File: config.mk
export PLATFORM = sky130hd
export DESIGN_NAME = axi4lite_intr_slave
export DESIGN_NICKNAME = d
export VERILOG_FILES = /design/src/rtl/axi4lite_intr_pkg.sv /design/src/rtl/axi4lite_intr_detect.sv /design/src/rtl/axi4lite_intr_slave.sv
export SDC_FILE = /design/constraint.sdc
export NUM_CORES = 1
export LEC_CHECK = 0
export CAP_MARGIN = 40
export CORE_ASPECT_RATIO = 0.7
export CORE_MARGIN = 2
export CORE_UTILIZATION = 32
export CTS_BUF_LIST = sky130_fd_sc_hd__clkbuf_8
export DETAILED_ROUTE_END_ITERATION = 10
export GPL_ROUTABILITY_DRIVEN = 0
export PLACE_DENSITY = 0.95
export SETUP_SLACK_MARGIN = 0.05
export SYNTH_ARGS = -nofsm -noshare
export SYNTH_HDL_FRONTEND = slang
export SYNTH_SLANG_ARGS = --single-unit
export TNS_END_PERCENT = 100
File: constraint.sdc
create_clock -name ACLK -period 3.6 [get_ports ACLK]
set_clock_uncertainty 0.05 [all_clocks]
set_input_delay 0.36 -clock ACLK [delete_from_list [all_inputs] [get_ports ACLK]]
set_output_delay 0.36 -clock ACLK [all_outputs]
set_load 0.1 [all_outputs]
File: src/rtl/axi4lite_intr_pkg.sv
// Shared definitions for the AXI4-Lite interrupt controller slave:
// register offsets, response code, FSM state types and mask helpers.
package axi4lite_intr_pkg;

  localparam logic [31:0] ADDR_GIER = 32'h0000_0000;
  localparam logic [31:0] ADDR_IER  = 32'h0000_0004;
  localparam logic [31:0] ADDR_ISR  = 32'h0000_0008;
  localparam logic [31:0] ADDR_IACK = 32'h0000_000C;
  localparam logic [31:0] ADDR_IPR  = 32'h0000_0010;

  localparam logic [1:0] RESP_OKAY = 2'b00;

  typedef enum logic {
    W_IDLE = 1'b0,
    W_RESP = 1'b1
  } wstate_t;

  typedef enum logic {
    R_IDLE = 1'b0,
    R_DATA = 1'b1
  } rstate_t;

  // Expand the four byte strobes into a 32-bit bit mask.
  function automatic logic [31:0] strb_mask(input logic [3:0] strb);
    return {{8{strb[3]}}, {8{strb[2]}}, {8{strb[1]}}, {8{strb[0]}}};
  endfunction

  // Mask of implemented interrupt bits; unimplemented bits stay zero.
  function automatic logic [31:0] impl_mask(input int num);
    if (num >= 32) return '1;
    return (32'd1 << num) - 32'd1;
  endfunction

endpackage

File: src/rtl/axi4lite_intr_detect.sv
// Per-source interrupt detection and status (ISR) bookkeeping.
// Edge mode latches a 0->1 transition against the registered previous
// source value; level mode latches every cycle the source is high.
// A set in the same cycle as an acknowledge wins over the acknowledge.
module axi4lite_intr_detect
  import axi4lite_intr_pkg::*;
#(
  parameter int C_NUM_OF_INTR     = 1,
  parameter int C_IRQ_SENSITIVITY = 1
) (
  input  logic        clk,
  input  logic        resetn,
  input  logic [31:0] src,
  input  logic [31:0] ack,
  output logic [31:0] isr
);

  localparam logic [31:0] MASK = impl_mask(C_NUM_OF_INTR);

  logic [31:0] src_p1;
  logic [31:0] set;

  // Set condition per bit, chosen by sensitivity mode.
  always_comb begin
    set = '0;
    if (C_IRQ_SENSITIVITY != 0) set = src & ~src_p1 & MASK;
    else                        set = src & MASK;
  end

  // Source history and status register; set has priority over ack.
  always_ff @(posedge clk) begin
    if (!resetn) begin
      src_p1 <= '0;
      isr    <= '0;
    end else begin
      src_p1 <= src & MASK;
      isr    <= ((isr & ~ack) | set) & MASK;
    end
  end

endmodule

File: src/rtl/axi4lite_intr_slave.sv
// AXI4-Lite interrupt controller slave.
// Registers: GIER (0x00), IER (0x04), ISR (0x08), IACK (0x0C), IPR (0x10).
// Optional feature macro AXI4LITE_INTR_TEST_GEN_EN: a 4-bit counter, running
// while GIER[0]=1, whose 15->0 wrap pulses are ORed into source bit 0.
module axi4lite_intr_slave
  import axi4lite_intr_pkg::*;
#(
  parameter int C_NUM_OF_INTR      = 1,
  parameter int C_IRQ_SENSITIVITY  = 1,
  parameter int C_IRQ_ACTIVE_STATE = 1,
  parameter int C_ADDR_WIDTH       = 5
) (
  input  logic                     ACLK,
  input  logic                     ARESETN,
  input  logic [C_ADDR_WIDTH-1:0]  S_AXI_AWADDR,
  input  logic                     S_AXI_AWVALID,
  output logic                     S_AXI_AWREADY,
  input  logic [31:0]              S_AXI_WDATA,
  input  logic [3:0]               S_AXI_WSTRB,
  input  logic                     S_AXI_WVALID,
  output logic                     S_AXI_WREADY,
  output logic [1:0]               S_AXI_BRESP,
  output logic                     S_AXI_BVALID,
  input  logic                     S_AXI_BREADY,
  input  logic [C_ADDR_WIDTH-1:0]  S_AXI_ARADDR,
  input  logic                     S_AXI_ARVALID,
  output logic                     S_AXI_ARREADY,
  output logic [31:0]              S_AXI_RDATA,
  output logic [1:0]               S_AXI_RRESP,
  output logic                     S_AXI_RVALID,
  input  logic                     S_AXI_RREADY,
  input  logic [C_NUM_OF_INTR-1:0] intr_src,
  output logic                     irq
);

  localparam logic [31:0] IMPL_MASK = impl_mask(C_NUM_OF_INTR);

  wstate_t w_state, w_next;
  rstate_t r_state, r_next;

  logic                    ready_en;
  logic                    aw_held, w_held;
  logic [C_ADDR_WIDTH-1:0] waddr_q;
  logic [31:0]             wdata_q;
  logic [3:0]              wstrb_q;
  logic                    aw_hs, w_hs, ar_hs, do_write;
  logic [31:0]             wa_off, ra_off, wmask, rd_mux;
  logic [31:0]             src_vec, ack_vec, isr, ier;
  logic                    gier, irq_q, tg_pulse;

  assign S_AXI_BRESP = RESP_OKAY;
  assign S_AXI_RRESP = RESP_OKAY;

  assign aw_hs = S_AXI_AWVALID && S_AXI_AWREADY;
  assign w_hs  = S_AXI_WVALID  && S_AXI_WREADY;
  assign ar_hs = S_AXI_ARVALID && S_AXI_ARREADY;

  assign wa_off = 32'(waddr_q) & ~32'h3;
  assign ra_off = 32'(S_AXI_ARADDR) & ~32'h3;
  assign wmask  = strb_mask(wstrb_q);

  // Keeps all ready outputs low during the cycle reset is applied.
  always_ff @(posedge ACLK) begin
    if (!ARESETN) ready_en <= 1'b0;
    else          ready_en <= 1'b1;
  end

  // Write FSM state register.
  always_ff @(posedge ACLK) begin
    if (!ARESETN) w_state <= W_IDLE;
    else          w_state <= w_next;
  end

  // Write FSM next state and handshake outputs.
  always_comb begin
    w_next        = w_state;
    S_AXI_AWREADY = 1'b0;
    S_AXI_WREADY  = 1'b0;
    S_AXI_BVALID  = 1'b0;
    do_write      = 1'b0;
    case (w_state)
      W_IDLE: begin
        S_AXI_AWREADY = ready_en && !aw_held;
        S_AXI_WREADY  = ready_en && !w_held;
        if (aw_held && w_held) begin
          do_write = 1'b1;
          w_next   = W_RESP;
        end
      end
      W_RESP: begin
        S_AXI_BVALID = 1'b1;
        if (S_AXI_BREADY) w_next = W_IDLE;
      end
      default: w_next = W_IDLE;
    endcase
  end

  // Tracks which halves of the pending write have been accepted.
  always_ff @(posedge ACLK) begin
    if (!ARESETN) begin
      aw_held <= 1'b0;
      w_held  <= 1'b0;
    end else if (do_write) begin
      aw_held <= 1'b0;
      w_held  <= 1'b0;
    end else begin
      if (aw_hs) aw_held <= 1'b1;
      if (w_hs)  w_held  <= 1'b1;
    end
  end

  // Captures write address/data; only meaningful while the held flags are set.
  always_ff @(posedge ACLK) begin
    if (aw_hs) waddr_q <= S_AXI_AWADDR;
    if (w_hs) begin
      wdata_q <= S_AXI_WDATA;
      wstrb_q <= S_AXI_WSTRB;
    end
  end

  // Read FSM state register.
  always_ff @(posedge ACLK) begin
    if (!ARESETN) r_state <= R_IDLE;
    else          r_state <= r_next;
  end

  // Read FSM next state and handshake outputs.
  always_comb begin
    r_next        = r_state;
    S_AXI_ARREADY = 1'b0;
    S_AXI_RVALID  = 1'b0;
    case (r_state)
      R_IDLE: begin
        S_AXI_ARREADY = ready_en;
        if (ar_hs) r_next = R_DATA;
      end
      R_DATA: begin
        S_AXI_RVALID = 1'b1;
        if (S_AXI_RREADY) r_next = R_IDLE;
      end
      default: r_next = R_IDLE;
    endcase
  end

  // Read data mux over the current (pre-update) register values.
  always_comb begin
    rd_mux = '0;
    case (ra_off)
      ADDR_GIER: rd_mux = {31'b0, gier};
      ADDR_IER:  rd_mux = ier;
      ADDR_ISR:  rd_mux = isr;
      ADDR_IPR:  rd_mux = isr & ier;
      default:   rd_mux = '0;
    endcase
  end

  // Read data register, loaded on the address handshake and held until taken.
  always_ff @(posedge ACLK) begin
    if (!ARESETN)   S_AXI_RDATA <= '0;
    else if (ar_hs) S_AXI_RDATA <= rd_mux;
  end

  // GIER and IER updates with per-byte strobe gating.
  always_ff @(posedge ACLK) begin
    if (!ARESETN) begin
      gier <= 1'b0;
      ier  <= '0;
    end else if (do_write) begin
      if (wa_off == ADDR_GIER && wstrb_q[0]) gier <= wdata_q[0];
      if (wa_off == ADDR_IER) ier <= ((ier & ~wmask) | (wdata_q & wmask)) & IMPL_MASK;
    end
  end

  // Acknowledge pulse lasts only for the write-update cycle.
  always_comb begin
    ack_vec = '0;
    if (do_write && wa_off == ADDR_IACK) ack_vec = wdata_q & wmask & IMPL_MASK;
  end

`ifdef AXI4LITE_INTR_TEST_GEN_EN
  logic [3:0] tg_cnt;

  // Free-running test counter, advancing only while interrupts are enabled.
  always_ff @(posedge ACLK) begin
    if (!ARESETN)  tg_cnt <= 4'd0;
    else if (gier) tg_cnt <= tg_cnt + 4'd1;
  end

  assign tg_pulse = gier && (tg_cnt == 4'hF);
`else
  assign tg_pulse = 1'b0;
`endif

  assign src_vec = 32'(intr_src) | {31'b0, tg_pulse};

  axi4lite_intr_detect #(
    .C_NUM_OF_INTR     (C_NUM_OF_INTR),
    .C_IRQ_SENSITIVITY (C_IRQ_SENSITIVITY)
  ) u_detect (
    .clk    (ACLK),
    .resetn (ARESETN),
    .src    (src_vec),
    .ack    (ack_vec),
    .isr    (isr)
  );

  // Registered interrupt request: global enable AND any pending enabled source.
  always_ff @(posedge ACLK) begin
    if (!ARESETN) irq_q <= 1'b0;
    else          irq_q <= gier && (|(isr & ier));
  end

  assign irq = (C_IRQ_ACTIVE_STATE != 0) ? irq_q : ~irq_q;

endmodule

* After elaboration in Yosys (flattened, before gate mapping)
Index checks and enable logic that the tools add are counted.
** Word-level totals
- Flip-flop bits (word level) :: 49
- Bits of input ports :: 54
- Output and inout bits :: 42
- Logic and storage cells :: 64
** Operators by class
- Equality and inequality tests :: 5
- Mux-type cells :: 15
- Bitwise logic cells :: 13
- Reductions and logical operators :: 17
** Operators with widths (number)
- 32-bit logical NOT :: 2
- 32-bit OR reduction :: 1
- 1-bit 2-to-1 mux :: 12
- 1-bit logical AND :: 9
- 3-bit by 1-bit == test with 1-bit output (second input constant) :: 2
- 3-bit by 2-bit == test with 1-bit output (second input constant) :: 2
- 1-bit inverter :: 6
- 1-bit bitwise AND :: 5
- 1-bit one-hot mux with 2 select lines :: 2
- 1-bit one-hot mux with 4 select lines :: 1
- 2-bit AND reduction :: 2
- 3-bit == test (second input constant) :: 1
- 1-bit logical NOT :: 2
- 1-bit OR :: 2
- 2-bit OR reduction :: 1

* Longest topological paths before layout
Gate-level depths: netlist of run 1.
- Depth in word-level cells :: 8
- Depth in mapped cells :: 3
- Gate-level depth less buffers :: 3

* By module
A second synthesis of run 1 with hierarchy kept.
** Unflattened totals
- Cells, all modules :: 236
- Area, all modules :: 2042.0 um^2
** By module, submodules not included
- axi4lite_intr_slave :: times used 1, cells each 198, area an instance 1727.9 um^2, sequential area each 950.9 um^2
- axi4lite_intr_detect :: times used 1, cells each 38, area an instance 314.1 um^2, sequential area each 40.0 um^2

* Worst setup path after synthesis of run 1
Ideal clock, no wire load.
- Path kind :: register to output
- Start :: register w_state
- End :: output port S_AXI_AWREADY
- Arrival :: 2249 ps
- Data required time :: 3190 ps
- Setup slack :: 941 ps
- Cell stages (with the launch flop) :: 3
- Buffers on the path :: 0
- Cells stage by stage :: dfxtp_1 > nand2b_1 > nor2_1
** Between the ends
- Word-level cells in the longest chain between the ends :: 1
** RTL lines
- start, declared :: line axi4lite_intr_slave.sv:38 : wstate_t w_state, w_next;
- start signal, assigned :: line axi4lite_intr_slave.sv:71 : else w_state <= w_next;
- 1-bit 2-to-1 mux :: line axi4lite_intr_slave.sv:81 : case (w_state)
- end, declared :: line axi4lite_intr_slave.sv:17 : output logic S_AXI_AWREADY,
No other way between the ends.

* Worst setup path after layout of run 1
- Start :: register w_state
- End :: output port S_AXI_WREADY
** Between the ends
- Word-level cells in the longest chain between the ends :: 1
** RTL lines
- 1-bit 2-to-1 mux :: line axi4lite_intr_slave.sv:81
- end, declared :: line axi4lite_intr_slave.sv:21 : output logic S_AXI_WREADY,
No other way between the ends.

==> results of run 1 <==
-- routing by layer --
layer  global-route usage (%)  share of wire, %
met2                     16.3                53
met3                     3.70               6.6
met5                        0                 0
met1                     11.9                40
met4                     2.00                 0
-- logic make-up after synthesis --
kind of cell	Yosys count	synth area share, %
AO/OA/AOI/OAI	11	6.99
buffers and inverters	39	29.8
flip-flops	16	39.8
multiplexers	1	1.08
other	1	0.403
AND/OR/NAND/NOR	30	21.9
-- synthesized netlist by cell type (all sizes together) --
library cell,count
a21oi,7
and4bb,1
buf,35
conb,1
dfxtp,11
edfxtp,5
inv,4
mux2i,1
nand2,3
nand2b,7
nand3,1
nand3b,4
nand4bb,1
nor2,6
nor2b,1
nor3,2
nor4bb,1
o21ai,1
o22ai,1
o311a,1
o41ai,1
or2b,1
or3,1
or4b,1
-- final timing paths --
| kind | to | cells after the start | slack, ps |
|---|---|---|---|
| setup / recovery | S_AXI_WREADY | 4 | 1500 |
| hold / removal | u_detect.isr[0] | 1 | 360 |
| setup reg to reg | waddr_q[3] | 1 | 2090 |
| hold reg to reg | u_detect.isr[0] | 1 | 360 |
-- flip-flops by register name, indices dropped and copies added (netlist names), named ones only --
register and flops:
S_AXI_RDATA 1, aw_held 1, gier 1, irq 1, r_state 1, ready_en 1, u_detect.isr 1, u_detect.src_p1 1
w_held 1, w_state 1, waddr_q 3, wdata_q 1, wstrb_q 1
-- final cells by class --
| cell class | count | area, um^2 |
|---|---|---|
| fillers | 268 | 1550 |
| well taps | 36 | 45.0 |
| clock buffers | 4 | 55.1 |
| flip-flops and latches | 16 | 370 |
| multi-input cells | 77 | 410 |
| inverters | 4 | 15.0 |
| repair buffers | 29 | 338 |
-- stage by stage --
| stage | area [um^2] | cells | setup slack [ps] |
|---|---|---|---|
| after floorplan | 1060 | 132 | 941 |
| after CTS | 1230 | 166 | 1520 |
| after global placement | 1060 | 155 | 1440 |
| final | 1230 | 166 | 1500 |
| after global routing | 1230 | 166 | 1430 |
| after detailed placement | 1180 | 162 | 1700 |
-- power groups by stage --
stage	clock, uW	sequential, uW	combinational, uW
4_1_cts	157	203	248
6_report	152	203	248
2_1_floorplan	0	216	225
3_3_place_gp	0	206	233
3_5_place_dp	0	207	248
5_1_grt	166	204	255
==> flow_metrics.py, run 1 <==
metrics = {
    "drt": {
        "viasPerCell": 3.92,
        "routed_wl_um": 1590,
        "num_vias": 651,
        "ant_nets": 0,
        "wl_per_cell_um": 9.60,
        "drtIter0Drc": 5,
        "first_pass_iters": 4,
        "drc": 0,
    },
    "pwr": {
        "combPwrFrac_pct": 41.2,
        "power_density_nw_per_um2": 489,
        "switching_share_pct": 44.7,
        "ir_drop_mv": 0.310,
        "power_leakage_uw": 0.000514,
        "pwr-share-clk_pct": 25.2,
        "pwr-share-seq_pct": 33.7,
        "switchingPower_uw": 270,
        "p_int_uw": 334,
        "total_power_uw": 603,
    },
    "logic_synthesis": {
        "synth_area_leaders": "buf_4 (28%), dfxtp_1 (24%), edfxtp_1 (16%), nand2b_1 (4.7%), a21oi_1 (3.8%)",
        "yosys_warnings": 0,
        "synth_top_area_share_pct": 28.2,
        "synthCells": 98,
        "yosysTopAreaCell": "buf_4",
        "synth_seq_cells": 16,
        "netlist_area_um2": 931,
        "avgSynthCellArea_um2": 9.50,
        "ys_seq_area_share_pct": 39.8,
        "synthDistinctLibCells": 24,
    },
    "sta": {
        "slew_viol_final": 0,
        "relSlewSlack_pct": 46.9,
        "tns_ps": 0,
        "fin_crit_ps": 2100,
        "finalCritPeriodShare_pct": 58.3,
        "grt_setup_unrepaired": "false",
        "finalSetupViolCount": 0,
        "tightest_slew_ps": 785,
        "finalHoldViolations": 0,
        "fin_hold_ws_ps": 364,
        "max_freq_mhz": 477,
    },
    "worst_hold_path": {
        "min_path_type": "reg2reg",
        "hp-start": "u_detect.src_p1[0]",
    },
    "worst_setup_path": {
        "required_ps": 3190,
        "crit_fanout": 9,
        "cpLargestDelayFamily": "buffers and inverters",
        "crit_path_cell_trace": "nand2b_1 -> nor2_1 -> clkdlybuf4s50_1 -> buf_8",
        "r2r-start": "ready_en",
        "worstSetupEndpointType": "output pin",
        "crit_start": "w_state",
        "crit_buf_inv": 2,
        "worst_path_max_delay_cell": "clkdlybuf4s50_1",
        "cp.arrival_ps": 1690,
        "crit_type": "reg2out",
        "startpoint_type": "flip-flop",
        "slowest_delay_ps": 550,
    },
    "cells_and_area": {
        "layout_common_cells": "conb_1 (35), clkdlybuf4s50_1 (22), dfxtp_1 (11), nand2b_1 (7), a21oi_1 (7)",
        "fin_nets": 185,
        "drive_above_1_share_pct": 10.8,
        "layout_commonest_cell": "conb_1",
        "antenna_cells": 0,
        "final_util_pct": 44.3,
        "synthToLayoutAreaGrowth_pct": 32.5,
    },
    "global_routing": {
        "first_global_vias": 557,
        "antenna_found_initial": 0,
        "grt-ovfl-total": 0,
        "grt_pass1_wl_um": 2480,
        "grt_util_all_layers_pct": 9.80,
        "grt_max_degree": 10,
    },
    "floorplanning": {
        "die-width_um": 68.5,
        "ios": 96,
        "dieArea_um2": 3360,
        "die_y_um": 49.1,
        "start_util_pct": 33.5,
        "num_rows": 16,
        "core_um2": 2780,
    },
    "cts": {
        "htree_levels": 1,
        "cts_inserted_buffers": 3,
        "ctsResizeCount": 0,
        "cts_tree": "yes",
        "cts_hold_buf": 0,
        "cts.clk_slew.worst_paths_ps": 60,
        "clk_latency_ps": 240,
        "cts-root-buf": "clkbuf_8",
        "clock_path_buffers": 2,
        "postCtsSetupBuffers": 0,
        "clock-sinks": 16,
    },
    "run": {
        "maxCapViolCount": 0,
    },
    "placement": {
        "io_buffer_count": 22,
        "place_hpwl_um": 1280,
    },
    "status": {
        "outcome": "complete, no violations",
    },
}
Power figures use the tool's default switching activity.
==> run 2: changes to the inputs <==
--- a/config.mk
+++ b/config.mk
@@ -8,11 +8,11 @@
 export CAP_MARGIN = 40
 export CORE_ASPECT_RATIO = 0.7
 export CORE_MARGIN = 2
-export CORE_UTILIZATION = 32
+export CORE_UTILIZATION = 29
 export CTS_BUF_LIST = sky130_fd_sc_hd__clkbuf_8
 export DETAILED_ROUTE_END_ITERATION = 10
 export GPL_ROUTABILITY_DRIVEN = 0
-export PLACE_DENSITY = 0.95
+export PLACE_DENSITY = 0.89
 export SETUP_SLACK_MARGIN = 0.05
 export SYNTH_ARGS = -nofsm -noshare
 export SYNTH_HDL_FRONTEND = slang
==> constraint.sdc (replaced) <==
create_clock -name ACLK -period 2.1 [get_ports ACLK]
set_clock_uncertainty 0.05 [all_clocks]
set_input_delay 0.21 -clock ACLK [delete_from_list [all_inputs] [get_ports ACLK]]
set_output_delay 0.21 -clock ACLK [all_outputs]
set_load 0.1 [all_outputs]
==> flow_metrics.py, run 2 (synthesis results as in run 1) <==
metrics = {
    "sta": {
        "finalCritPeriodShare_pct": 69.5,
        "finalSetupViolCount": 0,
        "finalHoldViolations": 0,
        "tns_ps": 0,
        "grt_setup_unrepaired": "false",
        "fin_crit_ps": 1460,
        "fin_ws_ps": 640,
        "max_freq_mhz": 685,
        "slew_viol_final": 0,
    },
    "drt": {
        "ant_nets": 0,
        "viasPerCell": 3.85,
        "drtIter0Drc": 10,
        "routed_wl_um": 1460,
        "wl_per_cell_um": 9.00,
        "first_pass_iters": 6,
        "drc": 0,
        "num_vias": 623,
    },
    "run": {
        "maxCapViolCount": 0,
    },
    "global_routing": {
        "grtUsageMet1_pct": 10.1,
        "grt-ovfl-total": 0,
        "grt.busiest_layer": "met2",
        "grt_pass1_wl_um": 2370,
        "grt_util_met2_pct": 13.6,
        "grt_max_degree": 10,
        "grt_util_all_layers_pct": 8.28,
        "use_met3_pct": 1.97,
        "antenna_found_initial": 0,
        "first_global_vias": 527,
    },
    "floorplanning": {
        "num_rows": 17,
        "start_util_pct": 30.0,
        "die_y_um": 51.4,
        "die-width_um": 71.7,
        "ios": 96,
        "core_um2": 3110,
        "dieArea_um2": 3690,
    },
    "cells_and_area": {
        "layout_common_cells": "conb_1 (35), clkdlybuf4s50_1 (15), dfxtp_1 (11), buf_4 (8)",
        "fillers": 329,
        "drive_above_1_share_pct": 13.7,
        "regMostFlops": "waddr_q",
        "seq_area_um2": 370,
        "multiInputGateArea_um2": 418,
        "layout_commonest_cell": "conb_1",
        "antenna_cells": 0,
        "synthToLayoutAreaGrowth_pct": 18.8,
        "fin_nets": 179,
        "largest_reg_flops": 3,
        "final_cell_count_no_fill": 162,
    },
    "placement": {
        "place_hpwl_um": 1220,
        "io_buffer_count": 22,
        "place_ws_ps": 662,
        "dp_cells": 158,
    },
    "worst_setup_path": {
        "r2r_end": "gier",
        "timing.reg2reg.setup_slack_ps": 740,
        "crit_fanout": 9,
        "cp.arrival_ps": 1200,
        "crit_type": "reg2out",
        "r2r.worst_path.cells": 3,
        "startpoint_type": "flip-flop",
        "worstSetupEndpointType": "output pin",
        "required_ps": 1840,
        "r2r-start": "waddr_q[4]",
    },
    "pwr": {
        "pwr-share-clk_pct": 23.4,
        "switchingPower_uw": 463,
        "switching_share_pct": 47.3,
        "total_power_uw": 979,
        "pwr-share-seq_pct": 35.6,
        "p_int_uw": 516,
        "ir_drop_mv": 0.417,
        "combPwrFrac_pct": 41.0,
        "power_leakage_uw": 0.000475,
        "power_density_nw_per_um2": 885,
    },
    "cts": {
        "postCtsSetupBuffers": 0,
        "cts_tree": "yes",
        "clock_path_buffers": 2,
        "clk_latency_ps": 240,
        "cts_inserted_buffers": 3,
        "cts_hold_buf": 0,
        "cts.clk_slew.worst_paths_ps": 60,
        "clock-sinks": 16,
        "cts-root-buf": "clkbuf_8",
        "htree_levels": 1,
        "ctsResizeCount": 0,
    },
    "status": {
        "outcome": "complete, no violations",
    },
    "worst_hold_path": {
        "min_to": "u_detect.isr[0]",
        "hp-start": "u_detect.src_p1[0]",
        "hold-path-cell-count": 1,
        "min_path_type": "reg2reg",
    },
}
[run 2: power groups by stage]
stage	Clock (uW)	Sequential, uW	Combinational (uW)
global placement	0	355	399
global route	246	351	415
floorplan	0	370	387
finish	229	349	402
CTS	231	349	401
detailed placement	0	355	401
[run 2: layout make-up]
cell class              instances  area share, %
clock inverters                 1          0.339
inverters                       4           1.36
well taps                      38           4.30
flip-flops and latches         16           33.5
repair buffers                 23           19.0
multi-input cells              77           37.8
clock buffers                   3           3.73
[run 2: routing by layer]
metal / wire length (um) / part of all wire, %
met5: 0 / 0
met4: 17 / 1.2
met3: 102 / 7.0
met2: 732 / 50
met1: 606 / 42
[run 2: worst max path at each step]
| stage | startpoint | to | slack (ps) | depth (start not counted) |
|---|---|---|---|---|
| 6_report | w_state | S_AXI_WREADY | 640 | 3 |
| 4_1_cts | w_state | S_AXI_WREADY | 630 | 3 |
| 2_1_floorplan | w_state | S_AXI_AWREADY | 30 | 2 |
| 5_1_grt | w_state | S_AXI_AWREADY | 550 | 3 |
| 3_5_place_dp | S_AXI_ARADDR[3] | S_AXI_RDATA[0] | 660 | 4 |
| 3_3_place_gp | S_AXI_AWVALID | waddr_q[2] | 680 | 3 |
[run 2: worst max-delay path, cell delays in order, from the launching register on]
cell and delay [ps]:
dfxtp_1 370, nand2b_1 200, nor2_2 90, buf_4 290
[run 2: per-stage QoR]
| stage | utilization [%] | hold WS (ps) | area [um^2] |
|---|---|---|---|
| floorplan | - | 188 | 1070 |
| global placement | 34.2 | 342 | 1060 |
| detailed placement | 34.2 | 358 | 1060 |
| CTS | 35.6 | 366 | 1110 |
| global route | 35.6 | 407 | 1110 |
| finish | 35.6 | 367 | 1110 |
==> run 3: changes to the inputs <==
==> constraint.sdc (replaced) <==
create_clock -name ACLK -period 1.44 [get_ports ACLK]
set_clock_uncertainty 0.05 [all_clocks]
set_input_delay 0.144 -clock ACLK [delete_from_list [all_inputs] [get_ports ACLK]]
set_output_delay 0.144 -clock ACLK [all_outputs]
set_load 0.1 [all_outputs]
==> flow_metrics.py, run 3 (synthesis results as in run 1) <==
metrics = {
    "worst_setup_path": {
        "slowest_delay_ps": 500,
        "crit_type": "reg2reg",
        "crit_buf_inv": 0,
        "cpLargestDelayFamily": "simple AND/OR/NAND/NOR gates",
        "r2r_end": "gier",
        "crit_fanout": 9,
        "cp.arrival_ps": 1520,
        "timing.reg2reg.setup_slack_ps": 50,
        "r2r-start": "w_state",
        "r2r.worst_path.cells": 3,
        "worst-path-stages": 3,
        "required_ps": 1570,
        "startpoint_type": "flip-flop",
        "crit_path_cell_trace": "nand4bb_4 -> or4b_4 -> a21oi_2",
        "worstSetupEndpointType": "flip-flop",
        "worst_path_max_delay_cell": "or4b_4",
        "crit_path_end": "gier",
        "crit_start": "w_state",
    },
    "sta": {
        "tns_ps": 0,
        "finalHoldViolations": 0,
        "finalCritPeriodShare_pct": 96.3,
        "fin_ws_ps": 53.7,
        "finalSetupViolCount": 0,
        "max_freq_mhz": 721,
        "grt_setup_unrepaired": "true",
        "slew_viol_final": 0,
        "fin_crit_ps": 1390,
        "fin_hold_ws_ps": 391,
    },
    "floorplanning": {
        "core_um2": 3110,
        "die_y_um": 51.4,
        "dieArea_um2": 3690,
        "start_util_pct": 30.0,
        "ios": 96,
        "die-width_um": 71.7,
        "num_rows": 17,
    },
    "pwr": {
        "ir_drop_mv": 0.524,
        "power_leakage_uw": 0.000536,
        "power_density_nw_per_um2": 1170,
    },
    "placement": {
        "place_ws_ps": 14.7,
        "io_buffer_count": 22,
        "place_hpwl_um": 1290,
    },
    "cts": {
        "clock_path_buffers": 2,
        "clock-sinks": 16,
        "clk_latency_ps": 250,
        "cts.clk_slew.worst_paths_ps": 60,
        "postCtsSetupBuffers": 0,
        "cts_hold_buf": 0,
        "cts_inserted_buffers": 3,
        "cts_tree": "yes",
        "cts-root-buf": "clkbuf_8",
        "htree_levels": 1,
    },
    "cells_and_area": {
        "regMostFlops": "waddr_q",
        "multiInputGateArea_um2": 454,
        "seq_area_um2": 377,
        "fin_nets": 184,
        "largest_reg_flops": 3,
        "drive_above_1_share_pct": 22.5,
        "layout_common_cells": "conb_1 (35), clkdlybuf4s50_1 (15), dfxtp_1 (8), buf_12 (7)",
        "layout_commonest_cell": "conb_1",
        "antenna_cells": 0,
        "fillers": 301,
        "synthToLayoutAreaGrowth_pct": 36.8,
    },
    "drt": {
        "first_pass_iters": 4,
        "routed_wl_um": 1610,
        "num_vias": 658,
        "ant_nets": 0,
        "drc": 0,
        "viasPerCell": 3.94,
        "wl_per_cell_um": 9.66,
        "drtIter0Drc": 13,
    },
    "global_routing": {
        "grt_max_degree": 10,
        "first_global_vias": 603,
        "grt_util_all_layers_pct": 9.47,
        "antenna_found_initial": 0,
        "grt-ovfl-total": 0,
        "grt_pass1_wl_um": 2590,
    },
    "status": {
        "outcome": "complete, no violations",
    },
    "worst_hold_path": {
        "min_path_type": "reg2reg",
    },
    "run": {
        "maxCapViolCount": 0,
    },
}
==> run 3: cell type report <==
class	count	area share (%)
multi-input combinational	77	35.7
sequential	16	29.6
inverter	4	1.18
tap	38	3.73
clock inverter	1	0.295
clock buffer	3	3.24
timing repair buffer	28	26.3
==> run 3: per-layer routing <==
layer	part of all wire, %	wire, um	vias to the layer above	global-route usage (%)
li1	-	-	322	-
met1	42	674	297	11.2
met2	48	775	33	14.7
met3	7.3	118	6	2.96
met4	2.9	46	0	6.60
met5	0	0	-	0
==> run 3: how the worst min path moves through the flow <==
stage | startpoint | to | slack [ps] | cells past startpoint
finish | u_detect.src_p1[0] | u_detect.isr[0] | 390 | 1
global route | S_AXI_AWADDR[3] | waddr_q[3] | 390 | 1
CTS | u_detect.src_p1[0] | u_detect.isr[0] | 390 | 1
detailed placement | u_detect.src_p1[0] | u_detect.isr[0] | 370 | 1
global placement | u_detect.src_p1[0] | u_detect.isr[0] | 340 | 1
floorplan | ARESETN | ready_en | 120 | 0
==> run 3: repair_timing <==
| item | in CTS | in global routing |
|---|---|---|
| pin swaps | 1 | 0 |
| hold endpoints to repair | 0 | 0 |
| endpoints found under the setup margin | 2 | 1 |
| resized for setup | 3 | 0 |
==> run 3: metrics by stage <==
stage | instance area (um^2) | total power [uW] | utilization [%] | instances
2_1_floorplan | 1100 | 1110 | - | 132
3_3_place_gp | 1220 | 1150 | 39.3 | 163
3_5_place_dp | 1220 | 1160 | 39.3 | 163
4_1_cts | 1270 | 1490 | 41.0 | 167
5_1_grt | 1270 | 1540 | 41.0 | 167
6_report | 1270 | 1490 | 41.0 | 167
==> run 3: worst register-to-register path: cells and delay by family, from the launching register on <==
family             cells  cell delay [ps]
DFF                    1              380
and+or+nand+nor        2              760
AOI/OAI and AO/OA      1              130
==> run 3: report_power, final <==
group / internal [uW] / leakage (uW) / switching, uW / total (uW)
Clock: 189 / 0.0000269 / 145 / 334
Combinational: 120 / 0.000371 / 526 / 646
Sequential: 486 / 0.000138 / 20.0 / 506
